`src/rtl/mcu_pkg.sv`:
```
// rtl/mcu_pkg.sv - shared opcodes, state encoding and widths for mcu_core_param
// Contents: opcode width, opcode localparams OP_NOP..OP_HLT, FSM state enum.
package mcu_pkg;

    localparam int OPC_W = 4;

    localparam logic [OPC_W-1:0] OP_NOP  = 4'd0;
    localparam logic [OPC_W-1:0] OP_LDI  = 4'd1;
    localparam logic [OPC_W-1:0] OP_ADD  = 4'd2;
    localparam logic [OPC_W-1:0] OP_SUB  = 4'd3;
    localparam logic [OPC_W-1:0] OP_JMP  = 4'd4;
    localparam logic [OPC_W-1:0] OP_JZ   = 4'd5;
    localparam logic [OPC_W-1:0] OP_JNZ  = 4'd6;
    localparam logic [OPC_W-1:0] OP_OUT  = 4'd7;
    localparam logic [OPC_W-1:0] OP_IN   = 4'd8;
    localparam logic [OPC_W-1:0] OP_JC   = 4'd9;
    localparam logic [OPC_W-1:0] OP_MOVA = 4'd10;
    localparam logic [OPC_W-1:0] OP_HLT  = 4'd15;

    typedef enum logic [1:0] {
        ST_IDLE  = 2'd0,
        ST_FETCH = 2'd1,
        ST_EXEC  = 2'd2,
        ST_HALT  = 2'd3
    } state_e;

endpackage

```
`src/rtl/mcu_prog_mem.sv`:
```
// rtl/mcu_prog_mem.sv - program RAM with synchronous write and registered read
// Ports:
//   clk_i, rst_n_i        clock, async active-low reset (read register only)
//   we_i, wr_addr_i/data  write port, takes effect at the clock edge
//   rd_en_i, rd_addr_i    read request; data appears on rd_data_o next cycle
//   rd_data_o             registered read data (serves as the core's IR)
module mcu_prog_mem #(
    parameter int ADDR_W = 4,
    parameter int WORD_W = 12
) (
    input  logic              clk_i,
    input  logic              rst_n_i,
    input  logic              we_i,
    input  logic [ADDR_W-1:0] wr_addr_i,
    input  logic [WORD_W-1:0] wr_data_i,
    input  logic              rd_en_i,
    input  logic [ADDR_W-1:0] rd_addr_i,
    output logic [WORD_W-1:0] rd_data_o
);

    logic [WORD_W-1:0] mem_q [2**ADDR_W];
    logic [WORD_W-1:0] rd_data_q;

    // Array contents are deliberately not reset so the array maps onto RAM.
    always_ff @(posedge clk_i) begin
        if (we_i) begin
            mem_q[wr_addr_i] <= wr_data_i;
        end
    end

    always_ff @(posedge clk_i or negedge rst_n_i) begin
        if (!rst_n_i) begin
            rd_data_q <= '0;
        end else if (rd_en_i) begin
            rd_data_q <= mem_q[rd_addr_i];
        end
    end

    assign rd_data_o = rd_data_q;

endmodule

```
`src/rtl/mcu_core_param.sv`:
```
// rtl/mcu_core_param.sv - parametrised accumulator core with loadable program memory
// Ports:
//   clk_i, rst_n_i                          clock, async active-low reset
//   run_i                                   start request (IDLE), restart gate (HALT)
//   prog_we_i, prog_addr_i, prog_data_i     program load port, honoured in IDLE/HALT
//   data_in_i, data_in_valid_i/ready_o      IN instruction handshake
//   data_out_o, data_out_valid_o            OUT result and one-cycle strobe
//   busy_o, halted_o, pc_o                  status
module mcu_core_param
    import mcu_pkg::*;
#(
    parameter int DATA_W = 8,
    parameter int ADDR_W = 4
) (
    input  logic                    clk_i,
    input  logic                    rst_n_i,
    input  logic                    run_i,
    input  logic                    prog_we_i,
    input  logic [ADDR_W-1:0]       prog_addr_i,
    input  logic [OPC_W+DATA_W-1:0] prog_data_i,
    input  logic [DATA_W-1:0]       data_in_i,
    input  logic                    data_in_valid_i,
    output logic                    data_in_ready_o,
    output logic [DATA_W-1:0]       data_out_o,
    output logic                    data_out_valid_o,
    output logic                    busy_o,
    output logic                    halted_o,
    output logic [ADDR_W-1:0]       pc_o
);

    localparam int WORD_W = OPC_W + DATA_W;

    state_e             state_q, state_d;
    logic [ADDR_W-1:0]  pc_q, pc_d;
    logic [DATA_W-1:0]  a_q, a_d;
    logic [DATA_W-1:0]  acc_q, acc_d;
    logic               z_q, z_d;
    logic               c_q, c_d;
    logic [DATA_W-1:0]  dout_q, dout_d;
    logic               dout_valid_q, dout_valid_d;
    logic               in_ready;

    logic [WORD_W-1:0]  ir;
    logic [OPC_W-1:0]   opcode;
    logic [DATA_W-1:0]  imm;
    logic [ADDR_W-1:0]  pc_inc;
    logic [ADDR_W-1:0]  jmp_tgt;
    logic [DATA_W:0]    add_res;
    logic [DATA_W:0]    sub_res;
    logic               mem_we;

    // Loads are only accepted while the core is not executing, so a fetch
    // can never collide with a write to the same word.
    assign mem_we = prog_we_i && ((state_q == ST_IDLE) || (state_q == ST_HALT));

    mcu_prog_mem #(
        .ADDR_W (ADDR_W),
        .WORD_W (WORD_W)
    ) u_prog_mem (
        .clk_i     (clk_i),
        .rst_n_i   (rst_n_i),
        .we_i      (mem_we),
        .wr_addr_i (prog_addr_i),
        .wr_data_i (prog_data_i),
        .rd_en_i   (state_q == ST_FETCH),
        .rd_addr_i (pc_q),
        .rd_data_o (ir)
    );

    assign opcode  = ir[WORD_W-1 -: OPC_W];
    assign imm     = ir[DATA_W-1:0];
    assign pc_inc  = pc_q + ADDR_W'(1);
    assign jmp_tgt = ADDR_W'(imm);

    // Extra top bit carries out of ADD and holds the borrow of SUB.
    assign add_res = {1'b0, acc_q} + {1'b0, a_q};
    assign sub_res = {1'b0, acc_q} - {1'b0, a_q};

    always_comb begin
        state_d      = state_q;
        pc_d         = pc_q;
        a_d          = a_q;
        acc_d        = acc_q;
        z_d          = z_q;
        c_d          = c_q;
        dout_d       = dout_q;
        dout_valid_d = 1'b0;
        in_ready     = 1'b0;

        case (state_q)
            ST_IDLE: begin
                if (run_i) begin
                    state_d = ST_FETCH;
                end
            end

            ST_FETCH: begin
                state_d = ST_EXEC;
            end

            ST_EXEC: begin
                state_d = ST_FETCH;
                pc_d    = pc_inc;
                case (opcode)
                    OP_LDI: a_d = imm;
                    OP_ADD: begin
                        acc_d = add_res[DATA_W-1:0];
                        c_d   = add_res[DATA_W];
                        z_d   = (add_res[DATA_W-1:0] == '0);
                    end
                    OP_SUB: begin
                        acc_d = sub_res[DATA_W-1:0];
                        c_d   = sub_res[DATA_W];
                        z_d   = (sub_res[DATA_W-1:0] == '0);
                    end
                    OP_JMP: pc_d = jmp_tgt;
                    OP_JZ: begin
                        if (z_q) pc_d = jmp_tgt;
                    end
                    OP_JNZ: begin
                        if (!z_q) pc_d = jmp_tgt;
                    end
                    OP_JC: begin
                        if (c_q) pc_d = jmp_tgt;
                    end
                    OP_OUT: begin
                        dout_d       = acc_q;
                        dout_valid_d = 1'b1;
                    end
                    OP_IN: begin
                        // Hold in EXEC with PC frozen until the producer is valid.
                        in_ready = 1'b1;
                        if (data_in_valid_i) begin
                            a_d = data_in_i;
                        end else begin
                            state_d = ST_EXEC;
                            pc_d    = pc_q;
                        end
                    end
                    OP_MOVA: begin
                        acc_d = a_q;
                        z_d   = (a_q == '0);
                    end
                    OP_HLT: begin
                        state_d = ST_HALT;
                        pc_d    = pc_q;
                    end
                    default: ;
                endcase
            end

            ST_HALT: begin
                // Requires RUN_I to drop before a new run can start.
                if (!run_i) begin
                    state_d = ST_IDLE;
                    pc_d    = '0;
                end
            end

            default: state_d = ST_IDLE;
        endcase
    end

    always_ff @(posedge clk_i or negedge rst_n_i) begin
        if (!rst_n_i) begin
            state_q      <= ST_IDLE;
            pc_q         <= '0;
            a_q          <= '0;
            acc_q        <= '0;
            z_q          <= 1'b0;
            c_q          <= 1'b0;
            dout_q       <= '0;
            dout_valid_q <= 1'b0;
        end else begin
            state_q      <= state_d;
            pc_q         <= pc_d;
            a_q          <= a_d;
            acc_q        <= acc_d;
            z_q          <= z_d;
            c_q          <= c_d;
            dout_q       <= dout_d;
            dout_valid_q <= dout_valid_d;
        end
    end

    assign data_in_ready_o  = in_ready;
    assign data_out_o       = dout_q;
    assign data_out_valid_o = dout_valid_q;
    assign busy_o           = (state_q == ST_FETCH) || (state_q == ST_EXEC);
    assign halted_o         = (state_q == ST_HALT);
    assign pc_o             = pc_q;

endmodule

```
`config.mk`:
```
export PLATFORM = sky130hd
export DESIGN_NAME = mcu_core_param
export DESIGN_NICKNAME = d
export VERILOG_FILES = /design/src/rtl/mcu_pkg.sv /design/src/rtl/mcu_prog_mem.sv /design/src/rtl/mcu_core_param.sv
export SDC_FILE = /design/constraint.sdc
export NUM_CORES = 1
export LEC_CHECK = 0
export BUFFER_PORTS_ARGS = -buffer_cell sky130_fd_sc_hd__clkbuf_2
export CAP_MARGIN = 20
export CORE_MARGIN = 4
export CORE_UTILIZATION = 30
export DETAILED_ROUTE_END_ITERATION = 8
export MAX_ROUTING_LAYER = met4
export PLACE_DENSITY_LB_ADDON = 0.05
export SYNTH_ARGS = -nofsm -noshare
export SYNTH_HDL_FRONTEND = slang
export SYNTH_HIERARCHICAL = 1
export SYNTH_SLANG_ARGS = --single-unit
```
`constraint.sdc`:
```
create_clock -name clk_i -period 3.43 [get_ports clk_i]
set_input_delay 0.8575 -clock clk_i [delete_from_list [all_inputs] [get_ports clk_i]]
set_output_delay 0.8575 -clock clk_i [all_outputs]
set_load 0.01 [all_outputs]
```
==> results.sh, run 1 <==
export IMPL_ff2ff_setup_slack_ps=650
export IMPL_stdcell_area_sq_mm=0.0124
export IMPL_cts_buffers=29
export IMPL_maxSlewViolCount=0
export IMPL_period_share_pct=80.9
export IMPL_yosys_warnings=6
export IMPL_wirelength_mm=26.4
export IMPL_wire_per_inst_um=21.9
export IMPL_die_y_um=196
export IMPL_h_tree_depth=1
export IMPL_r2r_end="z_q"
export IMPL_grt_use_total_pct=14.2
export IMPL_start_kind="register"
export IMPL_cts_max_path_buffers=3
export IMPL_clkSinkCount=237
export IMPL_crit_slowest_cell="or4_1"
export IMPL_num_antenna_cells=0
export IMPL_worstSetupEndpointType="register"
export IMPL_cts_root_buf="clkbuf_16"
export IMPL_vias=5884
export IMPL_grt_start_max_net_pins=39
export IMPL_cts_setup_buffers=0
export IMPL_synth_top_cell_area_share_pct=54.5
export IMPL_synthArstFlopShare_pct=19.0
export IMPL_antenna_found_initial=0
export IMPL_cp_required_ps=3900
export IMPL_drc=0
export IMPL_initial_core_util_pct=30.5
export IMPL_area_growth_pct=17.0
export IMPL_drtAntennaViolNets=0
export IMPL_drtIter0Drc=290
export IMPL_cap_violations=0
export IMPL_r2r_start="a_q[2]"
export IMPL_grt_ovfl_total=0
export IMPL_synth_largest_area_cell="edfxtp_1"
export IMPL_port_buffers=44
export IMPL_path_clk_slew_ps=60
export IMPL_timing_worst_setup_path_type="reg2reg"
export IMPL_critPathMostFrequentCell="or4_1"
export IMPL_crit_family="simple AND/OR/NAND/NOR gates"
export IMPL_ios=45
export IMPL_fill_cells=3290
export IMPL_ys_flop_type="edfxtp_1"
export IMPL_crit_path_max_incr_delay_ps=490
export IMPL_synthCells=656
export IMPL_ys_seq_elements=237
export IMPL_die_x_um=196
export IMPL_crit_fanout=10
export IMPL_cts_tree="done"
export IMPL_drive_above_1_share_pct=26.1
export IMPL_grt_pass1_wl_mm=40.2
export IMPL_setup_viol_count_final=0
export IMPL_hp_class="in2async"
export IMPL_dp_hpwl_mm=18.3
export IMPL_fin_crit_ps=2780
export IMPL_place_congestion=0.822
export IMPL_dieArea_sq_mm=0.0383
export IMPL_rsz0062_at_grt="no"
export IMPL_syn_nets=710
export IMPL_maxSlewHeadroom_pct=46.7
export IMPL_fin_tns_setup_ps=0
export IMPL_avgSynthCellArea_sq_um=16.1
export IMPL_final_setup_skew_ps=9.55
export IMPL_clk_latency_ps=540
export IMPL_ctsHoldBuffers=0
export IMPL_post_cts_resized=0
export IMPL_synth_area_sq_mm=0.0106
export IMPL_seq_area_frac_synth_pct=65.2
export IMPL_synth_distinct_cells=68
export IMPL_arrival_ps=3240
export IMPL_status="complete, no violations"
export IMPL_rows=68
export IMPL_powerDensity_mw_per_mm2=866
export IMPL_crit_buf_inv=1
export IMPL_fp_coreArea_sq_mm=0.0346
export IMPL_cp_cell_sequence="inv_1 > ha_1 > nor2b_4 > a2111o_2 > mux2i_1 > or4_1 > or4_1 > nand3_1"
export IMPL_synth_area_leaders="edfxtp_1 (55%), dfrtp_1 (11%), mux4_2 (7.9%)"
export IMPL_final_nets=782
export IMPL_first_pass_iters=5
export IMPL_peakVddDrop_mv=0.413
export IMPL_synth_edf_count=192
export IMPL_hold_viol=0
export IMPL_leakage_nw=4.36
export IMPL_worstMarginPinSlew_ps=799
export IMPL_dpl_cell_area_sq_mm=0.0114
export IMPL_fmax_mhz=360
export IMPL_reg2regPathDepth=8
export IMPL_grt_pass1_vias=6291
export IMPL_vias_per_cell=4.88
-- cell usage in the layout, fill, tap and decap left out, types with 4 or more instances in the layout --
master,instances
edfxtp_1,192
nor2_1,46
clkbuf_2,44
dfrtp_1,43
nand2_1,41
mux4_2,37
clkbuf_16,29
buf_4,29
o21ai_0,27
mux2i_1,26
ha_1,23
inv_1,20
a21oi_1,18
a221oi_2,12
mux4_1,11
nor2b_1,9
nand3_1,9
nand2b_1,7
xnor2_1,7
clkinv_2,7
or3_1,6
o22ai_1,6
o22ai_2,6
a22oi_1,5
clkinv_1,5
nand3b_1,4
a31oi_1,4
nor3_1,4
bufinv_16,4
clkinvlp_4,4
nor3_2,4
-- report_power, final --
group / internal (W) / total, W / switching [W]
sequential: 0.00345 / 0.00393 / 0.000481
combinational: 0.00166 / 0.00378 / 0.00212
clock: 0.00184 / 0.00300 / 0.00116
total: 0.00695 / 0.0107 / 0.00376
-- worst max path at each step --
stage               cells past startpoint  startpoint                     end
floorplan                               3   prog_we_i  u_prog_mem/mem_q[0][0]
CTS                                     8      a_q[2]                     z_q
global placement                        8      a_q[2]                     z_q
finish                                  8      a_q[2]                     z_q
global route                            9    acc_q[0]                     z_q
detailed placement                      8      a_q[2]                     z_q
-- cell families after synthesis --
group,count (synthesis),synth area share (%)
DFF,237,65.2
and+or+nand+nor,154,7.37
AOI/OAI and AO/OA,104,7.66
muxes,74,13.1
buffers and inverters,54,2.94
adders and majority gates,25,3.10
xor gates and xnor gates,8,0.663
-- layout make-up --
| class | count | area (sq um) | area share, % |
|---|---|---|---|
| clock inverters | 22 | 221 | 1.79 |
| inverters | 20 | 75.1 | 0.607 |
| clock buffers | 31 | 733 | 5.93 |
| well taps | 455 | 569 | 4.60 |
| flip-flops and latches | 237 | 6890 | 55.7 |
| repair buffers | 75 | 478 | 3.86 |
| multi-input cells | 365 | 3400 | 27.5 |
-- through the flow --
step / instances / power, W / utilization (%) / worst slack, ps / hold WS [ps]
global route: 1205 / 0.0114 / 35.7 / 491 / 154
CTS: 1204 / 0.0109 / 35.7 / 646 / 479
finish: 1205 / 0.0107 / 35.7 / 654 / 174
detailed placement: 1151 / 0.00780 / 32.9 / 655 / 466
floorplan: 656 / 0.00670 / - / 601 / 489
global placement: 1151 / 0.00783 / 32.9 / 668 / 457
-- worst register-to-register path, cell delays in order (launching register included) --
cell	delay [ps]
dfrtp_1	420
inv_1	70
ha_1	430
nor2b_4	190
a2111o_2	480
mux2i_1	140
or4_1	490
or4_1	400
nand3_1	90
-- flip-flops by register name (all words and copies together) (netlist names) --
register,flops
u_prog_mem/mem_q,192
u_prog_mem/rd_data_o,12
a_q,8
acc_q,8
data_out_o,8
pc_o,4
state_q,2
c_q,1
data_out_valid_o,1
z_q,1
-- layer usage --
| metal | routed length, um | global-route usage (%) | up-vias |
|---|---|---|---|
| met2 | 13000 | 23.4 | 111 |
| met4 | 642 | 3.47 | 0 |
| met3 | 808 | 1.92 | 43 |
| li1 | - | - | 2728 |
| met5 | 0 | - | - |
| met1 | 11900 | 18.7 | 3002 |
-- synth_stat cells, types with 10 or more instances --
cell type,number
mux4_1,11
nor2_1,46
mux2i_1,26
edfxtp_1,192
nand2_1,41
a21oi_1,18
o21ai_0,27
mux4_2,37
buf_2,10
a221oi_2,12
inv_1,20
dfrtp_1,45
ha_1,23
Power figures use the tool's default switching activity.
==> inputs of run 2 (changes only) <==
==> constraint.sdc (replaced) <==
create_clock -name clk_i -period 2.7 [get_ports clk_i]
set_input_delay 0.675 -clock clk_i [delete_from_list [all_inputs] [get_ports clk_i]]
set_output_delay 0.675 -clock clk_i [all_outputs]
set_load 0.01 [all_outputs]
==> results.sh, run 2 (same netlist as run 1, synthesis figures left out) <==
export IMPL_vias_per_cell=4.93
export IMPL_stdcell_area_sq_mm=0.0126
export IMPL_final_common_cell="edfxtp_1"
export IMPL_final_nets=808
export IMPL_hp_class="in2async"
export IMPL_drc=0
export IMPL_antenna_found_initial=0
export IMPL_drive_above_1_share_pct=28.3
export IMPL_dp_hpwl_mm=19.0
export IMPL_rsz0062_at_grt="no"
export IMPL_setup_viol_count_final=0
export IMPL_die_x_um=196
export IMPL_largest_reg_flops=192
export IMPL_regMostFlops="u_prog_mem/mem_q"
export IMPL_fill_cells=3268
export IMPL_maxSlewHeadroom_pct=48.2
export IMPL_fmax_mhz=385
export IMPL_hold_viol=0
export IMPL_timing_worst_setup_path_type="reg2reg"
export IMPL_period_share_pct=96.2
export IMPL_grt_pass1_vias=6400
export IMPL_reg2regPathDepth=8
export IMPL_worstMarginPinSlew_ps=777
export IMPL_h_tree_depth=1
export IMPL_peakVddDrop_mv=0.626
export IMPL_num_antenna_cells=0
export IMPL_grt_use_total_pct=14.6
export IMPL_r2r_end="z_q"
export IMPL_worstSetupEndpointType="register"
export IMPL_place_congestion=0.806
export IMPL_wirelength_mm=27.2
export IMPL_cts_max_path_buffers=3
export IMPL_cts_buffers=29
export IMPL_r2r_start="a_q[1]"
export IMPL_area_growth_pct=18.8
export IMPL_ctsHoldBuffers=0
export IMPL_path_clk_slew_ps=60
export IMPL_first_pass_iters=5
export IMPL_die_y_um=196
export IMPL_maxSlewViolCount=0
export IMPL_rows=68
export IMPL_drtAntennaViolNets=0
export IMPL_arrival_ps=3080
export IMPL_cap_violations=0
export IMPL_final_cell_mix="edfxtp_1 (192), buf_4 (51), nor2_1 (46)"
export IMPL_initial_core_util_pct=30.5
export IMPL_start_kind="register"
export IMPL_dpl_cell_area_sq_mm=0.0116
export IMPL_powerDensity_mw_per_mm2=1090
export IMPL_port_buffers=44
export IMPL_ff2ff_setup_slack_ps=100
export IMPL_cp_required_ps=3190
export IMPL_status="complete, no violations"
export IMPL_grt_ovfl_total=0
export IMPL_fp_coreArea_sq_mm=0.0346
export IMPL_vias=6073
export IMPL_dieArea_sq_mm=0.0383
export IMPL_crit_fanout=3
export IMPL_clk_latency_ps=550
export IMPL_drtIter0Drc=370
export IMPL_grt_pass1_wl_mm=41.6
export IMPL_leakage_nw=4.47
export IMPL_ios=45
export IMPL_fin_tns_setup_ps=0
export IMPL_fin_crit_ps=2600
export IMPL_cts_tree="done"
export IMPL_clkSinkCount=237
export IMPL_final_setup_skew_ps=11.7
export IMPL_wire_per_inst_um=22.1
export IMPL_grt_start_max_net_pins=53
export IMPL_cts_root_buf="clkbuf_16"
[run 2: final cells by class]
class / count / area [sq um] / share of cell area, %
clock buffer: 36 / 752 / 5.99
clock inverter: 18 / 123 / 0.977
inverter: 20 / 75.1 / 0.598
multi-input combinational: 365 / 3420 / 27.2
sequential: 237 / 6890 / 54.9
tap: 455 / 569 / 4.53
timing repair buffer: 101 / 723 / 5.76
[run 2: worst max-delay path: stages (launching register included)]
cell	delay [ps]
dfrtp_1	400
inv_2	130
ha_4	220
nand2b_4	140
a2111o_2	490
mux2i_1	130
or4_1	510
or4_1	420
nand3_1	90
[run 2: worst max-delay path by stage]
stage | from | to | depth (start not counted)
floorplan | a_q[2] | z_q | 9
global placement | a_q[1] | z_q | 8
detailed placement | a_q[1] | z_q | 8
CTS | a_q[1] | z_q | 8
global route | a_q[0] | z_q | 9
finish | a_q[1] | z_q | 8
[run 2: through the flow]
step / setup WS, ps / hold WS (ps) / util (%) / instances / total power (W)
3_3_place_gp: 92.6 / 470 / 33.6 / 1177 / 0.0102
6_report: 104 / 71.0 / 36.3 / 1232 / 0.0137
2_1_floorplan: 117 / 379 / - / 656 / 0.00852
4_1_cts: 16.6 / 77.1 / 36.2 / 1231 / 0.0138
5_1_grt: 10.5 / 95.9 / 36.3 / 1232 / 0.0146
3_5_place_dp: 51.9 / 476 / 33.6 / 1177 / 0.0102
[run 2: layer usage]
metal  GRT usage (%)  wire length [um]
met4            3.80               701
met1            19.9             12700
met2            22.9             12800
met5               -                 0
met3            2.68               983
[run 2: power by group]
| group | internal, W | switching [W] | total, W | leakage (nW) |
|---|---|---|---|---|
| registers | 0.00438 | 0.000437 | 0.00482 | 2.27 |
| clock network | 0.00207 | 0.00149 | 0.00356 | 0.424 |
| logic | 0.00233 | 0.00297 | 0.00530 | 1.78 |
| total | 0.00878 | 0.00490 | 0.0137 | 4.47 |
[run 2: timing repair]
item / 4_1_cts / 5_1_grt
setup endpoints to repair: 0 / 1
endpoints found under the hold margin: 0 / 0
resized for setup: 0 / 4
buffers inserted: 0 / 1
